$ cat config.mk
export PLATFORM = sky130hd
export DESIGN_NAME = writeback_scoreboard_flat
export DESIGN_NICKNAME = d
export VERILOG_FILES = /design/src/rtl/writeback_scoreboard_if.sv /design/src/rtl/writeback_scoreboard.sv /design/src/flat_wrapper.sv
export SDC_FILE = /design/constraint.sdc
export NUM_CORES = 1
export LEC_CHECK = 0
export ABC_AREA = 1
export CORE_ASPECT_RATIO = 1.75
export CORE_MARGIN = 2
export CORE_UTILIZATION = 46
export DETAILED_ROUTE_END_ITERATION = 8
export DONT_BUFFER_PORTS = 1
export PLACE_DENSITY = 0.57
export SYNTH_ARGS = -nofsm -noshare
export SYNTH_HDL_FRONTEND = slang
export SYNTH_SLANG_ARGS = --single-unit
$ cat constraint.sdc
create_clock -name clock -period 8.3 [get_ports clock]
set_clock_uncertainty 0.2 [all_clocks]
set_input_delay 1.245 -clock clock [delete_from_list [all_inputs] [get_ports clock]]
set_output_delay 1.245 -clock clock [all_outputs]
set_load 0.01 [all_outputs]
$ cat src/rtl/writeback_scoreboard_if.sv
// rtl/writeback_scoreboard_if.sv - expected-entry push stream and regfile write tap
interface writeback_scoreboard_if #(
  parameter int DATA_WIDTH     = 32,
  parameter int REG_ADDR_WIDTH = 5
);
  logic                      exp_valid;
  logic                      exp_ready;
  logic [REG_ADDR_WIDTH-1:0] exp_reg;
  logic [DATA_WIDTH-1:0]     exp_data;
  logic                      exp_last;
  logic                      wb_enable;
  logic [REG_ADDR_WIDTH-1:0] wb_reg;
  logic [DATA_WIDTH-1:0]     wb_data;

  modport master (
    output exp_valid, exp_reg, exp_data, exp_last, wb_enable, wb_reg, wb_data,
    input  exp_ready
  );

  modport slave (
    input  exp_valid, exp_reg, exp_data, exp_last, wb_enable, wb_reg, wb_data,
    output exp_ready
  );
endinterface

$ cat src/rtl/writeback_scoreboard.sv
// rtl/writeback_scoreboard.sv - in-order checker of regfile writes against a preloaded expected FIFO
module writeback_scoreboard #(
  parameter int DATA_WIDTH     = 32,
  parameter int REG_ADDR_WIDTH = 5,
  parameter int EXP_DEPTH      = 16,
  parameter int CYCLE_LIMIT    = 1000,
  parameter int CNT_WIDTH      = 16
) (
  input  logic                      clock,
  input  logic                      reset,
  input  logic                      start,
  writeback_scoreboard_if.slave     bus,
  output logic                      mismatch_pulse,
  output logic [REG_ADDR_WIDTH-1:0] mismatch_reg,
  output logic [DATA_WIDTH-1:0]     mismatch_data,
  output logic [DATA_WIDTH-1:0]     mismatch_expected,
  output logic [CNT_WIDTH-1:0]      error_count,
  output logic [CNT_WIDTH-1:0]      match_count,
  output logic [31:0]               cycle_count,
  output logic                      done,
  output logic                      pass,
  output logic                      timeout
);
  localparam int PTR_W = $clog2(EXP_DEPTH);
  localparam logic [PTR_W:0]     PTR_ONE   = (PTR_W+1)'(1);
  localparam logic [PTR_W:0]     DEPTH_CNT = (PTR_W+1)'(EXP_DEPTH);
  localparam logic [CNT_WIDTH-1:0] CNT_ONE = CNT_WIDTH'(1);
  localparam logic [31:0]        LIMIT     = 32'(CYCLE_LIMIT);

  typedef enum logic [1:0] {S_IDLE, S_RUN, S_DONE} state_t;
  state_t r_state, w_state_next;

  logic [REG_ADDR_WIDTH-1:0] r_fifo_reg  [EXP_DEPTH];
  logic [DATA_WIDTH-1:0]     r_fifo_data [EXP_DEPTH];
  logic                      r_fifo_last [EXP_DEPTH];
  logic [PTR_W:0]            r_wr_ptr, r_rd_ptr;

  logic                      r_mismatch_pulse;
  logic [REG_ADDR_WIDTH-1:0] r_mismatch_reg;
  logic [DATA_WIDTH-1:0]     r_mismatch_data, r_mismatch_expected;
  logic [CNT_WIDTH-1:0]      r_error_count, r_match_count;
  logic [31:0]               r_cycle_count;
  logic                      r_done, r_timeout;

  logic [PTR_W:0]            w_count;
  logic                      w_full, w_empty, w_in_run, w_push, w_event, w_pop;
  logic                      w_match, w_error, w_last_cmp, w_limit_hit;
  logic [REG_ADDR_WIDTH-1:0] w_head_reg;
  logic [DATA_WIDTH-1:0]     w_head_data;
  logic                      w_head_last;
  logic [31:0]               w_cycle_next;

  assign w_count     = r_wr_ptr - r_rd_ptr;
  assign w_full      = (w_count == DEPTH_CNT);
  assign w_empty     = (w_count == '0);
  assign w_in_run    = (r_state == S_RUN);
  // Fullness is judged before any same-cycle pop, so a pop never makes room for a concurrent push.
  assign w_push      = bus.exp_valid && !w_full && (r_state != S_DONE);
  assign w_event     = w_in_run && bus.wb_enable && (bus.wb_reg != '0);
  assign w_pop       = w_event && !w_empty;
  assign w_head_reg  = r_fifo_reg[r_rd_ptr[PTR_W-1:0]];
  assign w_head_data = r_fifo_data[r_rd_ptr[PTR_W-1:0]];
  assign w_head_last = r_fifo_last[r_rd_ptr[PTR_W-1:0]];
  assign w_match     = w_pop && (w_head_reg == bus.wb_reg) && (w_head_data == bus.wb_data);
  assign w_error     = w_event && !w_match;
  assign w_last_cmp  = w_pop && w_head_last;
  assign w_cycle_next = r_cycle_count + 32'd1;
  assign w_limit_hit = w_in_run && (w_cycle_next == LIMIT);

  always_comb begin
    w_state_next = r_state;
    case (r_state)
      S_IDLE:  if (start) w_state_next = S_RUN;
      S_RUN:   if (w_last_cmp || w_limit_hit) w_state_next = S_DONE;
      default: w_state_next = r_state;
    endcase
  end

  always_ff @(posedge clock) begin
    if (reset) begin
      r_state             <= S_IDLE;
      r_wr_ptr            <= '0;
      r_rd_ptr            <= '0;
      r_mismatch_pulse    <= 1'b0;
      r_mismatch_reg      <= '0;
      r_mismatch_data     <= '0;
      r_mismatch_expected <= '0;
      r_error_count       <= '0;
      r_match_count       <= '0;
      r_cycle_count       <= '0;
      r_done              <= 1'b0;
      r_timeout           <= 1'b0;
    end else begin
      r_state          <= w_state_next;
      r_mismatch_pulse <= w_error;
      if (w_push) r_wr_ptr <= r_wr_ptr + PTR_ONE;
      if (w_pop)  r_rd_ptr <= r_rd_ptr + PTR_ONE;
      if (w_match && (r_match_count != '1)) r_match_count <= r_match_count + CNT_ONE;
      if (w_error) begin
        if (r_error_count != '1) r_error_count <= r_error_count + CNT_ONE;
        r_mismatch_reg      <= bus.wb_reg;
        r_mismatch_data     <= bus.wb_data;
        r_mismatch_expected <= w_pop ? w_head_data : '0;
      end
      if (w_in_run) r_cycle_count <= w_cycle_next;
      if (w_last_cmp || w_limit_hit) r_done <= 1'b1;
      if (w_limit_hit) r_timeout <= 1'b1;
    end
  end

  // Storage needs no reset: the pointers alone define which slots are live.
  always_ff @(posedge clock) begin
    if (w_push) begin
      r_fifo_reg[r_wr_ptr[PTR_W-1:0]]  <= bus.exp_reg;
      r_fifo_data[r_wr_ptr[PTR_W-1:0]] <= bus.exp_data;
      r_fifo_last[r_wr_ptr[PTR_W-1:0]] <= bus.exp_last;
    end
  end

  assign bus.exp_ready      = !w_full;
  assign mismatch_pulse     = r_mismatch_pulse;
  assign mismatch_reg       = r_mismatch_reg;
  assign mismatch_data      = r_mismatch_data;
  assign mismatch_expected  = r_mismatch_expected;
  assign error_count        = r_error_count;
  assign match_count        = r_match_count;
  assign cycle_count        = r_cycle_count;
  assign done               = r_done;
  assign timeout            = r_timeout;
  assign pass               = r_done && (r_error_count == '0) && !r_timeout;
endmodule

$ cat src/flat_wrapper.sv
// flat-port wrapper written by rule: the top's interface ports become plain ports
module writeback_scoreboard_flat 
#(
  parameter int DATA_WIDTH     = 32,
  parameter int REG_ADDR_WIDTH = 5,
  parameter int EXP_DEPTH      = 16,
  parameter int CYCLE_LIMIT    = 1000,
  parameter int CNT_WIDTH      = 16
)
  (clock, reset, start, mismatch_pulse, mismatch_reg, mismatch_data, mismatch_expected, error_count, match_count, cycle_count, done, pass, timeout, bus_exp_valid, bus_exp_reg, bus_exp_data, bus_exp_last, bus_wb_enable, bus_wb_reg, bus_wb_data, bus_exp_ready);
  writeback_scoreboard_if #(.DATA_WIDTH(DATA_WIDTH), .REG_ADDR_WIDTH(REG_ADDR_WIDTH)) bus_i ();
  input  logic clock;
  input  logic reset;
  input  logic start;
  output logic mismatch_pulse;
  output logic [REG_ADDR_WIDTH-1:0] mismatch_reg;
  output logic [DATA_WIDTH-1:0] mismatch_data;
  output logic [DATA_WIDTH-1:0] mismatch_expected;
  output logic [CNT_WIDTH-1:0] error_count;
  output logic [CNT_WIDTH-1:0] match_count;
  output logic [31:0] cycle_count;
  output logic done;
  output logic pass;
  output logic timeout;
  input wire logic [$bits(bus_i.exp_valid)-1:0] bus_exp_valid;
  input wire logic [$bits(bus_i.exp_reg)-1:0] bus_exp_reg;
  input wire logic [$bits(bus_i.exp_data)-1:0] bus_exp_data;
  input wire logic [$bits(bus_i.exp_last)-1:0] bus_exp_last;
  input wire logic [$bits(bus_i.wb_enable)-1:0] bus_wb_enable;
  input wire logic [$bits(bus_i.wb_reg)-1:0] bus_wb_reg;
  input wire logic [$bits(bus_i.wb_data)-1:0] bus_wb_data;
  output wire logic [$bits(bus_i.exp_ready)-1:0] bus_exp_ready;
  assign bus_i.exp_valid = bus_exp_valid;
  assign bus_i.exp_reg = bus_exp_reg;
  assign bus_i.exp_data = bus_exp_data;
  assign bus_i.exp_last = bus_exp_last;
  assign bus_i.wb_enable = bus_wb_enable;
  assign bus_i.wb_reg = bus_wb_reg;
  assign bus_i.wb_data = bus_wb_data;
  assign bus_exp_ready = bus_i.exp_ready;
  writeback_scoreboard #(.DATA_WIDTH(DATA_WIDTH), .REG_ADDR_WIDTH(REG_ADDR_WIDTH), .EXP_DEPTH(EXP_DEPTH), .CYCLE_LIMIT(CYCLE_LIMIT), .CNT_WIDTH(CNT_WIDTH)) u_core (.clock(clock), .reset(reset), .start(start), .bus(bus_i), .mismatch_pulse(mismatch_pulse), .mismatch_reg(mismatch_reg), .mismatch_data(mismatch_data), .mismatch_expected(mismatch_expected), .error_count(error_count), .match_count(match_count), .cycle_count(cycle_count), .done(done), .pass(pass), .timeout(timeout));
endmodule
Word-level counts from Yosys, hierarchy flattened --
Memory sizes are Yosys's and may differ from the RTL's. A register that Yosys moved wholly into a read port is not among the register bits. Index checks and enable logic that the tools add are counted. W data, S select, Z words.
Operators by class: $add $sub $neg 6, equal/unequal tests 10, muxes and demuxes 12, reductions and logical operators 25
Operator list (count):
- $add A16 B1 Y16 const B | 2
- $add A32 B1 Y32 const B | 1
- $eq A32 B10 Y1 const B | 1
- $eq A32 B32 Y1 | 1
- $mux W32 | 1
- $ne A16 B16 Y1 const B | 2
- $mux W4 | 6
- $logic_not A16 Y1 | 1
- $logic_and A1 B1 Y1 | 13
- $add A5 B1 Y5 const B | 2
- $ne A2 B2 Y1 const B | 3
- $eq A5 B5 Y1 | 1
- $eq A5 B5 Y1 const B | 1
- $logic_not A5 Y1 | 1
- $reduce_bool A5 Y1 | 1
- $sub A5 B5 Y5 | 1
- $logic_not A1 Y1 | 4
- $mux W2 | 2
- $pmux W2 S2 | 1
- $reduce_and A3 Y1 | 1
- $eq A2 B1 Y1 const B | 1
- $logic_not A2 Y1 | 1
- $mux W1 | 2
- $reduce_and A2 Y1 | 1
- 2 further kinds | 2
Word-level totals: register bits after elaboration 148, RAM bits 608, bits of input ports 80, logic and storage cells 68, memories kept 3
Memories:
- u_core.r_fifo_data | depth 16, bits a word 32, read ports 1, clocked after memory_dff 1, wr ports 1, line writeback_scoreboard.sv:34 | logic [DATA_WIDTH-1:0] r_fifo_data [EXP_DEPTH];
- u_core.r_fifo_reg | depth 16, bits a word 5, read ports 1, clocked after memory_dff 1, wr ports 1, line writeback_scoreboard.sv:33 | logic [REG_ADDR_WIDTH-1:0] r_fifo_reg [EXP_DEPTH];
- u_core.r_fifo_last | depth 16, bits a word 1, read ports 1, clocked after memory_dff 1, wr ports 1, line writeback_scoreboard.sv:35 | logic r_fifo_last [EXP_DEPTH];

Depth between registers and ports, before layout --
word-level depth 9, depth in mapped cells 23

Least setup slack after synthesis --
No wires, ideal clock.
path kind input to register, from input port bus_exp_valid, to memory u_core.r_fifo_data[15][0], enable pin, arrival time 3.407 ns, required time 7.664 ns, setup slack 4.257 ns, stages on the path 5, buffers on the path 0, cells stage by stage a21boi_0 nand2_1 inv_1 nand2_1 nor2_1
On the way: cells in the longest elaborated chain, start to end 4
RTL lines:
- start, declared | line flat_wrapper.sv:25 | input wire logic [$bits(bus_i.exp_valid)-1:0] bus_exp_valid;
- $logic_and A1 B1 Y1 (2 in series) | line writeback_scoreboard.sv:58 | assign w_push = bus.exp_valid && !w_full && (r_state != S_DONE);
- $mux W1 | line writeback_scoreboard.sv:113 | if (w_push) begin
- $mux W1 (not written as such) | line writeback_scoreboard.sv:115 | r_fifo_data[r_wr_ptr[PTR_W-1:0]] <= bus.exp_data;
- end, declared | line writeback_scoreboard.sv:34
Every way passes these cells.

==> impl_metrics.toml <==
[outcome]
status = "complete, no violations"

[floorplanning]
start_util_pct = 46.39
die_h_microns = 359.8
coreArea_sq_um = 71730
die_x_microns = 207.3
die_area_sq_um = 74600
io_pins = 218
rows = 130

[setup_path]
end_kind = "flop"
arrival_ns = 5.80
cp_max_fo = 108
start_kind = "flop"
worstSetupPathType = "flop to flop"
worstPathRequired_ns = 8.62

[global_routing]
grt_pass1_wl_mm = 149.2
grt_pass1_vias = 23324
grt-ovfl-total = 0
track_usage_pct = 26.86
grt_max_degree = 219
antenna_found_initial = 1

[sta]
setup_viol = 0
slew_violations = 0
worst_pin_slew_ns = 1.260
period_share_pct = 66.11
rsz0062_at_grt = "no"
max_clock_freq_ghz = 0.1822
slew_headroom_pct = 16.03
period_needed_ns = 5.487
hold_viol = 0
fin_tns_setup_ns = 0

[layout]
final_area_sq_um = 36330
num_antenna_cells = 0
nets = 3494
largest_reg_flops = 512
area_delta_synth_final_pct = 9.166
drive_above_1_share_pct = 5.029
postLayoutCoreUtil_pct = 50.65

[logic_synthesis]
syn-instance-count = 3467
netlist_area_sq_um = 33280
yosys_most_used_dff = "edfxtp_1"
async_flop_share_pct = 0
postSynthAreaPerCell_sq_um = 9.599
ys_types = 37
seq_area_frac_synth_pct = 64.00
synth_seq_cells = 760
yosys-top-cells-area = "edfxtp_1 (55%), nand2_1 (11%), dfxtp_1 (9.1%)"
yosysTopAreaCell = "edfxtp_1"
syn_nets = 3560
synth_top_area_share_pct = 54.86
yosys_warnings = 0
synth_edf_count = 608

[clock_tree]
cts.sinks = 760
clk_latency_ns = 0.66
htree_levels = 3
cts_setup_buffers = 0
cts_tree = "built"
ctsResizeCount = 0
numCtsBuffers = 71
clockRootBuffer = "clkbuf_16"
clkTransAtPathRegs_ns = 0.06
clock_path_buffers = 3
cts.hold.buffers_added = 0

[worst_hold_path]
hp-class = "flop to flop"
hold_start = "u_core.r_wr_ptr[4]$_SDFFE_PP0P_"

[drt]
drtPass1Iterations = 6
wl_mm = 101.9
drt-wirelength-per-cell_microns = 23.25
route.detailed.drc = 0
viasPerCell = 5.600
vias = 24549
drtIter0Drc = 2616
ant_nets = 0

[place]
port_buffers = 0
dp_hpwl_mm = 59.60
place.gp.congestion = 0.9519
post_dp_cell_area_sq_um = 33940

[power_and_ir_drop]
pwr_density_cell_nw_per_um2 = 248.3
irDropWorstVdd_v = 0.0001645
leakage_nw = 14.02

[job]
maxCapViolations = 0
-- power breakdown --
| part | switching [mW] | internal (mW) | leakage (nW) | total [mW] |
|---|---|---|---|---|
| Combinational | 0.888 | 0.340 | 6.13 | 1.23 |
| Sequential | 0.136 | 4.26 | 6.73 | 4.40 |
| Clock | 1.47 | 1.92 | 1.16 | 3.39 |
| Total | 2.50 | 6.53 | 14.0 | 9.02 |
-- metal layers --
layer,GRT usage [%],part of all wire [%]
met1,32.14,38
met2,45.41,49
met3,6.857,8.7
met4,12.31,4.6
met5,0,0.013
-- worst paths after layout --
| check | end | depth (start not counted) | slack, ns |
|---|---|---|---|
| worst max-delay path | u_core.mismatch_data[15]$_SDFFE_PP0P_ | 15 | 2.81 |
| worst min-delay path | u_core.r_wr_ptr[4]$_SDFFE_PP0P_ | 1 | 0.28 |
| worst max register to register | u_core.mismatch_data[15]$_SDFFE_PP0P_ | 15 | 2.81 |
| worst min register to register | u_core.r_wr_ptr[4]$_SDFFE_PP0P_ | 1 | 0.28 |
-- final cells by class --
type                       count  area [sq um]
timing repair buffer          33         260.3
fill                        6434         35400
tap                          924          1156
clock buffer                  91          1902
sequential                   760         21310
clock inverter                41         491.7
inverter                     304          1154
multi-input combinational   2231         10050
-- cells in the mapped netlist, types with 13 or more instances --
| cell type | n |
|---|---|
| buf_4 | 25 |
| nand2_1 | 1016 |
| clkbuf_1 | 54 |
| o21ai_1 | 52 |
| o211ai_1 | 36 |
| nor3_1 | 33 |
| o21ai_0 | 101 |
| nand4_1 | 44 |
| nand3_1 | 403 |
| ha_1 | 13 |
| xor2_1 | 32 |
| nor2_1 | 364 |
| inv_1 | 300 |
| edfxtp_1 | 608 |
| dfxtp_1 | 152 |
| a21oi_1 | 91 |
| buf_2 | 74 |
-- cells by family (layout without fill, tap and decap cells) --
kind of cell | after synthesis | count (layout) | share of synthesized area (%)
compound gates | 287 | 287 | 4.662
flops | 760 | 760 | 64.00
buf+inv | 476 | 469 | 6.170
simple gates | 1889 | 1889 | 23.57
xor+xnor | 42 | 42 | 1.105
fa+ha+maj | 13 | 13 | 0.4888
-- critical path, stage by stage, from the launching register on --
cell     delay, ns
dfxtp_4       0.50
inv_6         0.70
buf_4         0.74
nor2_1        0.10
o21ai_0       0.10
nand3_1       0.10
nand3_1       0.25
nand2_1       0.15
nand2_1       0.13
nand4_1       0.15
nor2_1        0.50
nand3_2       0.19
nand2_4       0.64
inv_4         0.38
nor2_1        0.22
nor2_1        0.07
-- placed cells by master, fill, tap and decap left out, types with 52 or more instances in the layout --
master	n
a21oi_1	91
o21ai_1	52
inv_1	297
dfxtp_1	148
nand3_1	403
clkbuf_16	72
nand2_1	1016
edfxtp_1	608
o21ai_0	101
nor2_1	347
-- stage by stage --
| step | hold slack [ns] | worst slack (ns) | instances | power, mW |
|---|---|---|---|---|
| 3_5_place_dp | 0.2650 | 3.000 | 4252 | 5.694 |
| 4_1_cts | 0.2784 | 2.960 | 4384 | 9.061 |
| 6_report | 0.2758 | 2.813 | 4384 | 9.021 |
| 2_1_floorplan | 0.2426 | 4.257 | 3467 | 5.319 |
| 5_1_grt | 0.3060 | 2.449 | 4384 | 9.360 |
| 3_3_place_gp | 0.2516 | 3.053 | 4252 | 5.668 |
(Power assumes the default switching activity.)
